File: src/rtl/flit_pkg.sv
// flit_pkg
//   Shared definitions for the flit processing buffer: the transform mode
//   enumeration and the flit transform function used on the FIFO pop path.
//   Flits are at most FLIT_W_MAX bits wide. The transform works on a
//   zero-extended flit, and the caller truncates the result back to its own
//   width. This lets every instance share one function regardless of FLIT_W.
package flit_pkg;

  localparam int FLIT_W_MAX = 64;

  typedef enum logic [1:0] {
    MODE_PASS = 2'd0,
    MODE_FLIP = 2'd1,
    MODE_INC  = 2'd2,
    MODE_DROP = 2'd3
  } mode_t;

  // The processed flag is bit w-1, and the payload is the bits below it.
  // In increment mode the payload is masked after the add. This keeps the
  // carry out of the payload from reaching the flag bit.
  function automatic logic [FLIT_W_MAX-1:0] flit_transform(
    input mode_t                 m,
    input logic [FLIT_W_MAX-1:0] d,
    input int                    w
  );
    logic [FLIT_W_MAX-1:0] flag;
    logic [FLIT_W_MAX-1:0] mask;
    logic [FLIT_W_MAX-1:0] r;
    flag = FLIT_W_MAX'(1) << (w - 1);
    mask = flag - FLIT_W_MAX'(1);
    case (m)
      MODE_FLIP: r = flag | ((d & mask) ^ FLIT_W_MAX'(1));
      MODE_INC:  r = flag | (((d & mask) + FLIT_W_MAX'(1)) & mask);
      default:   r = d;
    endcase
    return r;
  endfunction

endpackage

File: src/rtl/flit_fifo.sv
// flit_fifo
//   Circular-buffer FIFO for flits. The full and empty flags come from an
//   occupancy counter. Comparing the pointers alone cannot tell a full buffer
//   from an empty one. The read and write pointers wrap modulo DEPTH, and
//   DEPTH must be a power of two.
// Ports:
//   clk, rst   clock, synchronous active-high reset
//   i_push     write i_data at the tail (ignored when full)
//   i_data     flit to write
//   i_pop      advance the head (ignored when empty)
//   o_data     flit at the head (valid when not empty)
//   o_full     count == DEPTH
//   o_empty    count == 0
//   o_count    flits currently stored
module flit_fifo #(
  parameter int FLIT_W = 14,
  parameter int DEPTH  = 4
) (
  input  logic                       clk,
  input  logic                       rst,
  input  logic                       i_push,
  input  logic [FLIT_W-1:0]          i_data,
  input  logic                       i_pop,
  output logic [FLIT_W-1:0]          o_data,
  output logic                       o_full,
  output logic                       o_empty,
  output logic [$clog2(DEPTH):0]     o_count
);

  localparam int AW = $clog2(DEPTH);
  localparam int CW = AW + 1;

  logic [FLIT_W-1:0] r_mem [DEPTH];
  logic [AW-1:0]     r_wr_ptr;
  logic [AW-1:0]     r_rd_ptr;
  logic [CW-1:0]     r_count;
  logic              w_do_push;
  logic              w_do_pop;

  assign o_full    = (r_count == CW'(DEPTH));
  assign o_empty   = (r_count == '0);
  assign o_count   = r_count;
  assign o_data    = r_mem[r_rd_ptr];
  assign w_do_push = i_push & ~o_full;
  assign w_do_pop  = i_pop & ~o_empty;

  // Storage has no reset, because occupancy alone decides which entries are live.
  always_ff @(posedge clk) begin
    if (w_do_push) begin
      r_mem[r_wr_ptr] <= i_data;
    end
  end

  always_ff @(posedge clk) begin
    if (rst) begin
      r_wr_ptr <= '0;
      r_rd_ptr <= '0;
      r_count  <= '0;
    end else begin
      if (w_do_push) r_wr_ptr <= r_wr_ptr + 1'b1;
      if (w_do_pop)  r_rd_ptr <= r_rd_ptr + 1'b1;
      // A push and a pop in the same cycle leave the count unchanged.
      case ({w_do_push, w_do_pop})
        2'b10:   r_count <= r_count + 1'b1;
        2'b01:   r_count <= r_count - 1'b1;
        default: r_count <= r_count;
      endcase
    end
  end

endmodule

File: src/rtl/flit_proc_buf.sv
// flit_proc_buf
//   Input FIFO followed by a single output register. Each flit popped from
//   the FIFO is transformed according to mode, which is sampled on the pop
//   edge, and loaded into the output register. In drop mode the popped flit
//   is discarded. The block also keeps saturating counts of delivered and
//   dropped flits.
// Ports:
//   clk, rst            clock, synchronous active-high reset
//   mode                0 pass, 1 flip LSB, 2 increment payload, 3 drop
//   in_valid/in_data    upstream flit; in_ready = FIFO not full
//   out_valid/out_data  processed flit; out_ready from downstream
//   occupancy           flits held in the FIFO
//   proc_cnt, drop_cnt  delivered / dropped flit counts
module flit_proc_buf
  import flit_pkg::*;
#(
  parameter int FLIT_W = 14,
  parameter int DEPTH  = 4,
  parameter int CNT_W  = 16
) (
  input  logic                   clk,
  input  logic                   rst,
  input  logic [1:0]             mode,
  input  logic                   in_valid,
  input  logic [FLIT_W-1:0]      in_data,
  output logic                   in_ready,
  output logic                   out_valid,
  output logic [FLIT_W-1:0]      out_data,
  input  logic                   out_ready,
  output logic [$clog2(DEPTH):0] occupancy,
  output logic [CNT_W-1:0]       proc_cnt,
  output logic [CNT_W-1:0]       drop_cnt
);

  logic              w_full;
  logic              w_empty;
  logic [FLIT_W-1:0] w_head;
  logic [FLIT_W-1:0] w_xform;
  logic              w_push;
  logic              w_pop;
  logic              w_drop;
  mode_t             w_mode;

  logic              r_out_valid;
  logic [FLIT_W-1:0] r_out_data;
  logic [CNT_W-1:0]  r_proc_cnt;
  logic [CNT_W-1:0]  r_drop_cnt;

  // in_ready depends only on the FIFO count register. It has no path from in_valid or out_ready.
  assign in_ready = ~w_full;
  assign w_push   = in_valid & ~w_full;
  // The head pops whenever the output register is free or is being emptied this cycle.
  assign w_pop    = ~w_empty & (~r_out_valid | out_ready);
  assign w_mode   = mode_t'(mode);
  assign w_drop   = (w_mode == MODE_DROP);
  assign w_xform  = FLIT_W'(flit_transform(w_mode, FLIT_W_MAX'(w_head), FLIT_W));

  flit_fifo #(
    .FLIT_W (FLIT_W),
    .DEPTH  (DEPTH)
  ) u_fifo (
    .clk     (clk),
    .rst     (rst),
    .i_push  (w_push),
    .i_data  (in_data),
    .i_pop   (w_pop),
    .o_data  (w_head),
    .o_full  (w_full),
    .o_empty (w_empty),
    .o_count (occupancy)
  );

  // Output register and counters. A new load overrides the clear from a handshake.
  // A drop pop loads nothing, so a handshake in the same cycle still empties the register.
  always_ff @(posedge clk) begin
    if (rst) begin
      r_out_valid <= 1'b0;
      r_out_data  <= '0;
      r_proc_cnt  <= '0;
      r_drop_cnt  <= '0;
    end else begin
      if (r_out_valid && out_ready) begin
        r_out_valid <= 1'b0;
        if (r_proc_cnt != '1) r_proc_cnt <= r_proc_cnt + 1'b1;
      end
      if (w_pop && !w_drop) begin
        r_out_valid <= 1'b1;
        r_out_data  <= w_xform;
      end
      if (w_pop && w_drop && (r_drop_cnt != '1)) begin
        r_drop_cnt <= r_drop_cnt + 1'b1;
      end
    end
  end

  assign out_valid = r_out_valid;
  assign out_data  = r_out_data;
  assign proc_cnt  = r_proc_cnt;
  assign drop_cnt  = r_drop_cnt;

endmodule

File: config.mk
export PLATFORM = sky130hd
export DESIGN_NAME = flit_proc_buf
export DESIGN_NICKNAME = d
export VERILOG_FILES = /design/src/rtl/flit_pkg.sv /design/src/rtl/flit_fifo.sv /design/src/rtl/flit_proc_buf.sv
export SDC_FILE = /design/constraint.sdc
export NUM_CORES = 1
export LEC_CHECK = 0
export ABC_AREA = 0
export CAP_MARGIN = 25
export CORE_ASPECT_RATIO = 2
export CORE_UTILIZATION = 40
export DETAILED_ROUTE_END_ITERATION = 7
export REMOVE_ABC_BUFFERS = 1
export SYNTH_ARGS = -nofsm -noshare
export SYNTH_HDL_FRONTEND = slang
export SYNTH_SLANG_ARGS = --single-unit
File: constraint.sdc
create_clock -name clk -period 2.35 [get_ports clk]
set_input_delay 0.47 -clock clk [delete_from_list [all_inputs] [get_ports clk]]
set_output_delay 0.47 -clock clk [all_outputs]
set_load 0.05 [all_outputs]
Word level (Yosys, flattened, before mapping)
Memory sizes are Yosys's and may differ from the RTL's. A register that Yosys moved wholly into a read port is not among the register bits.
Index checks and enable logic that the tools add are counted.
{ "word_totals": {"ff_bits": 54, "ram_bits": 56, "input_bits": 20, "output_inout_bits": 51, "wordCells": 49, "mem_count": 1} }
{ "mem_list": {"columns": ["name", "depth", "word_bits", "rd", "rd_ports_with_merged_regs", "write_ports", "line", "source"], "rows": [
  ["u_fifo.r_mem", 4, 14, 1, 1, 1, "flit_fifo.sv:33", "logic [FLIT_W-1:0] r_mem [DEPTH];"]
]} }
{ "classes": {"add_sub_neg": 7, "eq_ne": 8, "muxes": 8, "bitwise": 9, "reduce_logical": 9} }
{ "ops": {"columns": ["operator", "count"], "rows": [
  ["$add 16x1->16 const B", 2],
  ["$ne 16x16->1 const B", 2],
  ["$pmux 14 s2", 1],
  ["$add 13x1->13 const B", 1],
  ["$eq 2x2->1 const B", 3],
  ["$pmux 3 s2", 1],
  ["$add 2x1->2 const B", 2],
  ["$and 1x1->1", 4],
  ["$eq 2x1->1 const B", 2],
  ["$logic_and 1x1->1", 4],
  ["$mux 1", 4],
  ["$mux 2", 2],
  ["$not 1->1", 4],
  ["$reduce_bool 2->1", 2],
  ["$add 3x1->3 const B", 1],
  ["$eq 3x3->1 const B", 1],
  ["$logic_not 3->1", 1],
  ["$sub 3x1->3 const B", 1],
  ["$reduce_and 2->1", 1],
  ["$logic_not 1->1", 1],
  ["$or 1x1->1", 1]
]} }

Longest topological paths before layout
Gate-level depths: netlist (run 1).
{ "depth": {"ltp_word": 6, "depth_mapped": 10, "mapped_depth_nobuf": 10} }

Cells and area by module
From an unflattened synthesis (run 1), not the netlist that was laid out.
{ "unflattened": {"hier_cells": 457, "hier_area_um2": 5228.8} }
{ "by_module_without_submodules": {"columns": ["module", "instances", "cells_each", "area_each_um2", "seq_area_each_um2"], "rows": [
  ["flit_proc_buf", 1, 330, 2700.1, 940.9],
  ["flit_fifo", 1, 127, 2528.7, 1861.8]
]} }

Worst setup path before layout (run 1)
No wires, ideal clock.
{ "synth_timing": {"kind": "reg-to-reg", "start": "reg u_fifo.r_count[2] (netlist: u_fifo.o_count[2])", "end": "reg u_fifo.r_count[2] (netlist: u_fifo.o_count[2])", "setup_ns": 0.071, "arrival_time_ns": 2.860, "required_ns": 2.279, "slack_ns": -0.580, "stages_incl_launch_ff": 10, "path_buffers": 0, "synth_period_minus_slack_ns": 2.930, "cell_sequence": "dfxtp_1 > nand3_1 > and2_1 > inv_2 > ha_1 > inv_1 > fa_1 > xor2_1 > or3_1 > a21oi_1"} }
{ "synth_between": {"elab_chain_cells": 6, "elab_cells_between_ends": 14, "classes_between": "add/sub (2); eq/ne (3); mux (1); bitwise (6); reduce/logical (2)"} }
{ "synth_rtl": {"columns": ["element", "line", "source"], "rows": [
  ["start, declared", "flit_fifo.sv:36", "logic [CW-1:0] r_count;"],
  ["start signal, assigned", "flit_fifo.sv:64", "2'b10: r_count <= r_count + 1'b1;"],
  ["start signal, assigned", "flit_fifo.sv:65", "2'b01: r_count <= r_count - 1'b1;"],
  ["start signal, assigned", "flit_fifo.sv:66", "default: r_count <= r_count;"],
  ["$eq 3x3->1 *", "flit_fifo.sv:40", "assign o_full = (r_count == CW'(DEPTH));"],
  ["$not 1->1 *", null, null],
  ["via in_ready", "flit_proc_buf.sv:26", "output logic in_ready,"],
  ["$and 1x1->1", "flit_proc_buf.sv:51", "assign w_push = in_valid & ~w_full;"],
  ["$and 1x1->1 *", "flit_fifo.sv:44", "assign w_do_push = i_push & ~o_full;"],
  ["$eq 2x1->1 / $eq 2x2->1 (equally long branches)", "flit_fifo.sv:63", "case ({w_do_push, w_do_pop})"],
  ["$pmux 3 s2 / $reduce_bool 2->1 (equally long branches)", null, null]
]} }
Mark *: on every way through the listed nets, which the timed path passes. The rest lies on a longest branch.
A chain may end at the register's enable or synchronous reset.

Worst setup path after layout (run 1)
{ "layout_timing": {"start": "reg u_fifo.r_count[0] (netlist: u_fifo.o_count[0])", "end": "reg u_fifo.r_count[2] (netlist: u_fifo.o_count[2])"} }
{ "layout_between": {"elab_chain_cells": 6, "elab_cells_between_ends": 14, "classes_between": "add/sub (2); eq/ne (3); mux (1); bitwise (6); reduce/logical (2)"} }
{ "layout_rtl": {"columns": ["element", "line"], "rows": [
  ["$eq 3x3->1 / $logic_not 3->1 (equally long branches)", "flit_fifo.sv:40, flit_fifo.sv:41"],
  ["$not 1->1, on equally long branches", null],
  ["$and 1x1->1, on equally long branches", "flit_proc_buf.sv:51, flit_proc_buf.sv:53"],
  ["$and 1x1->1, on equally long branches", "flit_fifo.sv:44, flit_fifo.sv:45"],
  ["$eq 2x1->1 / $eq 2x2->1 (equally long branches)", "flit_fifo.sv:63"],
  ["$pmux 3 s2 / $reduce_bool 2->1 (equally long branches)", null]
]} }
Several ways; a longest one is shown, not always the timed one.

==> results of run 1 <==
-- flip-flops by register name, indices dropped and copies added (netlist names), named ones only --
signal / cells
drop_cnt: 16
out_data: 14
out_valid: 1
proc_cnt: 16
u_fifo.o_count: 3
u_fifo.r_mem: 56
u_fifo.r_rd_ptr: 2
u_fifo.r_wr_ptr: 2
-- area by class of cell --
| type | instances | area [um^2] | area share, % |
|---|---|---|---|
| clock buffer | 9 | 225 | 3.53 |
| clock inverter | 7 | 92.6 | 1.45 |
| inverter | 13 | 48.8 | 0.764 |
| multi-input combinational | 280 | 2070 | 32.4 |
| sequential | 112 | 2800 | 43.9 |
| tap | 147 | 184 | 2.88 |
| timing repair buffer | 104 | 961 | 15.0 |
-- logic make-up (layout without fill, tap and decap cells) --
logic type      count (synthesis)  after routing
compound gates                 76             76
xor+xnor                       22             22
fa+ha+maj                      12             12
buf+inv                        30            133
flops                         112            112
mux                            19             19
simple gates                  151            151
-- worst max path at each step --
stage / slack, ps / cells past startpoint / endpoint
CTS: 120 / 10 / u_fifo.o_count[2]
floorplan: -580 / 9 / u_fifo.o_count[2]
detailed placement: -170 / 6 / out_data[5]
finish: 130 / 10 / u_fifo.o_count[2]
global route: 0.9 / 10 / u_fifo.o_count[2]
global placement: -110 / 6 / out_data[5]
-- per-layer routing --
layer | part of all wire [%] | GRT usage [%]
met5 | 0 | 0
met1 | 39 | 18.5
met4 | 2.2 | 6.66
met3 | 2.4 | 2.69
met2 | 57 | 33.3
-- power by group through the flow --
| stage | logic [mW] | registers, mW | clock network (mW) |
|---|---|---|---|
| 5_1_grt | 2.72 | 2.51 | 1.74 |
| 2_1_floorplan | 1.21 | 2.97 | 0 |
| 3_5_place_dp | 2.53 | 2.53 | 0 |
| 3_3_place_gp | 2.50 | 2.51 | 0 |
| 6_report | 2.52 | 2.48 | 1.61 |
| 4_1_cts | 2.53 | 2.48 | 1.67 |
-- critical path: cells and delay by family, from the launching register on --
family	cells	cell delay, ps
simple gates	3	730
buf+inv	3	230
flops	1	360
compound gates	1	130
fa+ha+maj	2	530
xor+xnor	1	160
-- stage by stage --
| step | TNS [ps] | total power [mW] | utilization [%] | hold slack (ps) | worst slack, ps |
|---|---|---|---|---|---|
| after floorplan | -3980 | 4.18 | - | 463 | -579 |
| after global placement | -561 | 5.02 | 49.7 | 474 | -108 |
| after detailed placement | -1390 | 5.05 | 49.7 | 480 | -169 |
| after CTS | 0 | 6.69 | 52.3 | 492 | 121 |
| after global routing | 0 | 6.97 | 52.4 | 507 | 0.941 |
| final | 0 | 6.60 | 52.4 | 485 | 126 |
-- layout by cell type, fill, tap and decap left out, types with 12 or more instances in the layout --
cell             instances
a21oi_1                 19
buf_4                   34
clkdlybuf4s50_1         68
dfxtp_1                 56
edfxtp_1                56
inv_1                   12
mux4_2                  14
nand2_1                 21
nand3_1                 12
nor2_1                  46
nor3_1                  12
xor2_1                  17
==> results.yml, run 1 <==
min_path:
  worst_hold_path.num_cells: 2
  hold_class: "register to register"
  worst_hold_path.endpoint: "out_data[10]"
  min-delay-start: "out_data[10]"
placed_design:
  port_buffers: 70
  place_congestion: 0.764
  placed_area_um2: 6060
  dp_cells: 656
  place.detailed.hpwl_um: 7830
sta:
  rsz0062_at_grt: "false"
  hold_viol: 0
  clock-skew-final_ps: 13.9
  min_period_ps: 2220
  finalCritPeriodShare_pct: 94.7
  tightestPinTransition_ps: 806
  finalMaxSlewViolations: 0
  setup_violations: 0
  relSlewSlack_pct: 46.3
  max_freq_mhz: 450
power:
  power.density_cell_area_nw_per_um2: 1030
  pwr-share-comb_pct: 38.1
  peakVddDrop_uv: 587
  p_sw_mw: 2.41
  power_frac_clock_pct: 24.4
  p_int_mw: 4.20
  p_leak_nw: 2.22
  switching_share_pct: 36.4
  seqPwrFrac_pct: 37.5
flow_run:
  max_cap_viol_count: 0
synthesis:
  yosysWarnings: 0
  avgSynthCellArea_um2: 11.9
  ys.flop_type: "edfxtp_1"
  synth_cell_type_count: 58
  synth_simple_gate_area_share_pct: 16.6
  synth_top_family_by_area: "simple AND/OR/NAND/NOR gates"
  synth_edf_count: 56
  seq_area_frac_synth_pct: 56.0
  synth_area_leader_cell: "edfxtp_1"
  synth_top_area_share_pct: 33.6
  synth_xor_area_share_pct: 3.85
  synth-compound-area-share_pct: 10.3
  synth-async-reset-ratio_pct: 0
  synth.area.top_cells: "edfxtp_1 34%, dfxtp_1 22%, mux4_2 6.3%, nor2_1 3.5%, xor2_1 3.0%"
  ys_top_cells_by_count: "56 x dfxtp_1, 56 x edfxtp_1, 46 x nor2_1"
  ys_seq_elements: 112
  syn_area_um2: 5000
  synthMuxAreaShare_pct: 7.36
  syn_inst: 422
  synthAdderAreaFrac_pct: 3.15
cts:
  clockBufferDepth: 2
  cts_tree: "yes"
  cts_setup_buffers: 0
  cts.clk_slew.worst_paths_ps: 80
  postCtsResizedCells: 0
  root_buffer: "clkbuf_16"
  holdBufCountCts: 0
  clock_latency_ps: 350
  htreeDepth: 3
  cts_buffers: 9
  cts_sinks: 112
finish:
  antennaDiodeCount: 0
  final_area_um2: 6390
  stdcell_count: 672
  drive_gt1_share_pct: 16.2
  area_growth_pct: 27.7
  fillers: 1058
  nets: 552
worst_setup_path:
  worstSetupStartpointType: "register"
  critPathKind: "register to register"
  cp_common_cell: "inv_1"
  worstPathCellList: "inv_1 > nand3_1 > and2_1 > inv_2 > ha_1 > inv_1 > fa_1 > xor2_1 > or3_1 > a21oi_1"
  arrival_ps: 2500
  critical_path.max_fanout: 6
  reg2reg_from: "u_fifo.o_count[0]"
  worst_ep_required_time_ps: 2630
  r2r_slack_ps: 130
  rr_worst_depth: 10
  r2r_end: "u_fifo.o_count[2]"
  cpMaxStageDelayCell: "fa_1"
  end_kind: "register"
  critPathMaxStageDelay_ps: 370
  crit_start: "u_fifo.o_count[0]"
routing:
  wl_um: 10500
  firstDrtPassIters: 6
  first_iter_violations: 129
  drtAntennaViolNets: 0
  routed_via_density: 5.28
  via_count: 3549
  drc: 0
  wl_per_cell_um: 15.7
global_route:
  antenna_found_initial: 0
  grt_pass1_vias: 3596
  gr-total-overflow: 0
  grt_usage_pct: 17.6
  grt_pass1_wl_um: 17300
  grt_max_degree: 44
floorplan:
  die_w_um: 81.1
  dieArea_um2: 13000
  row_count: 57
  start_util_pct: 41.0
  core_area_um2: 12200
  io_pins: 71
  die_h_um: 160
run_status:
  run_status: "completed"
No activity file was read; power rests on OpenSTA's default activity.
==> run 2: changes to the inputs <==
Clock period 2.35 ns to 2.15 ns, I/O delays scaled along.
==> run 2 against run 1 <==
Against the previous run:
- sequential cell count stayed put
- setup slack worse by 72 ps
- critical endpoint unchanged
- hold slack better by 11 ps
- clock power is 7% higher
==> results.yml, run 2 (synthesis gave the netlist of run 1 again) <==
routing:
  wl_um: 10400
  routed_via_density: 5.25
  firstDrtPassIters: 4
  drc: 0
  drtAntennaViolNets: 0
  wl_per_cell_um: 15.3
  via_count: 3575
  first_iter_violations: 97
sta:
  tightestPinTransition_ps: 693
  rsz0062_at_grt: "true"
  finalMaxSlewViolations: 0
  tns_ps: 0
  min_period_ps: 2100
  max_freq_mhz: 477
  clock-skew-final_ps: 16.5
  finalCritPeriodShare_pct: 97.5
  setup_ws_ps: 53.9
  hold_viol: 0
  relSlewSlack_pct: 53.8
  hold-worst-slack_ps: 495
  setup_violations: 0
worst_setup_path:
  crit_buf_inv: 2
  crit_family: "buffers and inverters"
  critPathKind: "input port to register"
  worst_ep_required_time_ps: 2420
  critPathMaxStageDelay_ps: 500
  cpMaxStageDelayCell: "clkdlybuf4s50_1"
  critical_path.max_fanout: 5
  end_kind: "register"
  arrival_ps: 2370
  worstSetupStartpointType: "input port"
  worstPathCellList: "clkdlybuf4s50_1 > nor2b_2 > nor2_2 > ha_1 > inv_1 > fa_1 > xor2_1 > or3_1 > a21oi_1"
placed_design:
  place.detailed.hpwl_um: 7700
  port_buffers: 70
  dp_cells: 665
  place_congestion: 0.776
  placed_area_um2: 6130
  dp_slack_ps: -365
floorplan:
  die_w_um: 81.1
  core_area_um2: 12200
  row_count: 57
  io_pins: 71
  dieArea_um2: 13000
  die_h_um: 160
  start_util_pct: 41.0
cts:
  holdBufCountCts: 0
  clockBufferDepth: 2
  cts.clk_slew.worst_paths_ps: 70
  htreeDepth: 3
  cts_buffers: 9
  cts_tree: "yes"
  clock_latency_ps: 350
  root_buffer: "clkbuf_16"
  cts_sinks: 112
min_path:
  hold_class: "register to register"
power:
  power_mw: 7.26
  peakVddDrop_uv: 581
  power.density_cell_area_nw_per_um2: 1120
  p_leak_nw: 2.27
finish:
  final_area_um2: 6470
  largest_register_ffs: 56
  antennaDiodeCount: 0
  area_growth_pct: 29.3
  nets: 561
  largest_register: "u_fifo.r_mem"
  final_common_cell: "clkdlybuf4s50_1"
  mostFrequentLayoutCells: "67 x clkdlybuf4s50_1, 56 x edfxtp_1, 55 x dfxtp_1"
  fin_util_pct: 53.0
  stdcell_count: 681
  drive_gt1_share_pct: 18.7
global_route:
  gr-total-overflow: 0
  grt_pass1_wl_um: 17100
  grt_pass1_vias: 3608
  grt_util_met1_pct: 18.1
  met2_usage_pct: 32.6
  antenna_found_initial: 0
  grt_usage_pct: 17.3
  grt_max_degree: 36
  met3_usage_pct: 3.14
  grt-busiest-layer: "met2"
flow_run:
  max_cap_viol_count: 0
run_status:
  run_status: "completed"
run 2: cell types whose count changed in the layout (fill, tap and decap cells not counted), moves of 2 or more:
| cell | change |
|---|---|
| buf_4 | +9 |
| inv_6 | -3 |
| clkinv_4 | +2 |
| inv_1 | -2 |
| inv_2 | +2 |
run 2: path summary, 6_finish.rpt:
| path | to | slack [ps] | start | cells after the start |
|---|---|---|---|---|
| setup reg to reg | u_fifo.o_count[2] | 90 | u_fifo.o_count[1] | 10 |
| hold / removal | out_data[2] | 500 | out_data[2] | 2 |
| hold reg to reg | out_data[2] | 500 | out_data[2] | 2 |
| setup / recovery | u_fifo.o_count[2] | 50 | out_ready | 9 |
run 2: area by class of cell:
| type | count | area, um^2 |
|---|---|---|
| Fill cell | 1077 | 5730 |
| Sequential cell | 112 | 2800 |
| Multi-Input combinational cell | 280 | 2090 |
| Timing Repair Buffer | 113 | 1030 |
| Clock buffer | 9 | 225 |
| Tap cell | 147 | 184 |
| Clock inverter | 7 | 86.3 |
| Inverter | 13 | 48.8 |
run 2: timing repair:
| action | in CTS | in global routing |
|---|---|---|
| resized for setup | 0 | 8 |
| pin swaps | 1 | 1 |
| setup endpoints to repair | 1 | 12 |
| buffers inserted | 0 | 0 |
run 2: tightest hold or removal path, cell delays in order, from the launching register on:
cell and delay, ps:
dfxtp_1 310, nor2_1 90, nor3_1 50
run 2: power breakdown:
group | switching, mW | internal (mW) | total [mW]
registers | 0.187 | 2.53 | 2.72
clock network | 0.796 | 0.927 | 1.72
logic | 1.63 | 1.19 | 2.82
total | 2.61 | 4.65 | 7.26
run 2: layer usage:
layer / part of all wire (%) / wire [um] / vias up
li1: - / - / 1794
met1: 40 / 4140 / 1711
met2: 55 / 5780 / 57
met3: 2.7 / 285 / 13
met4: 2.1 / 221 / 0
met5: 0 / 0 / -
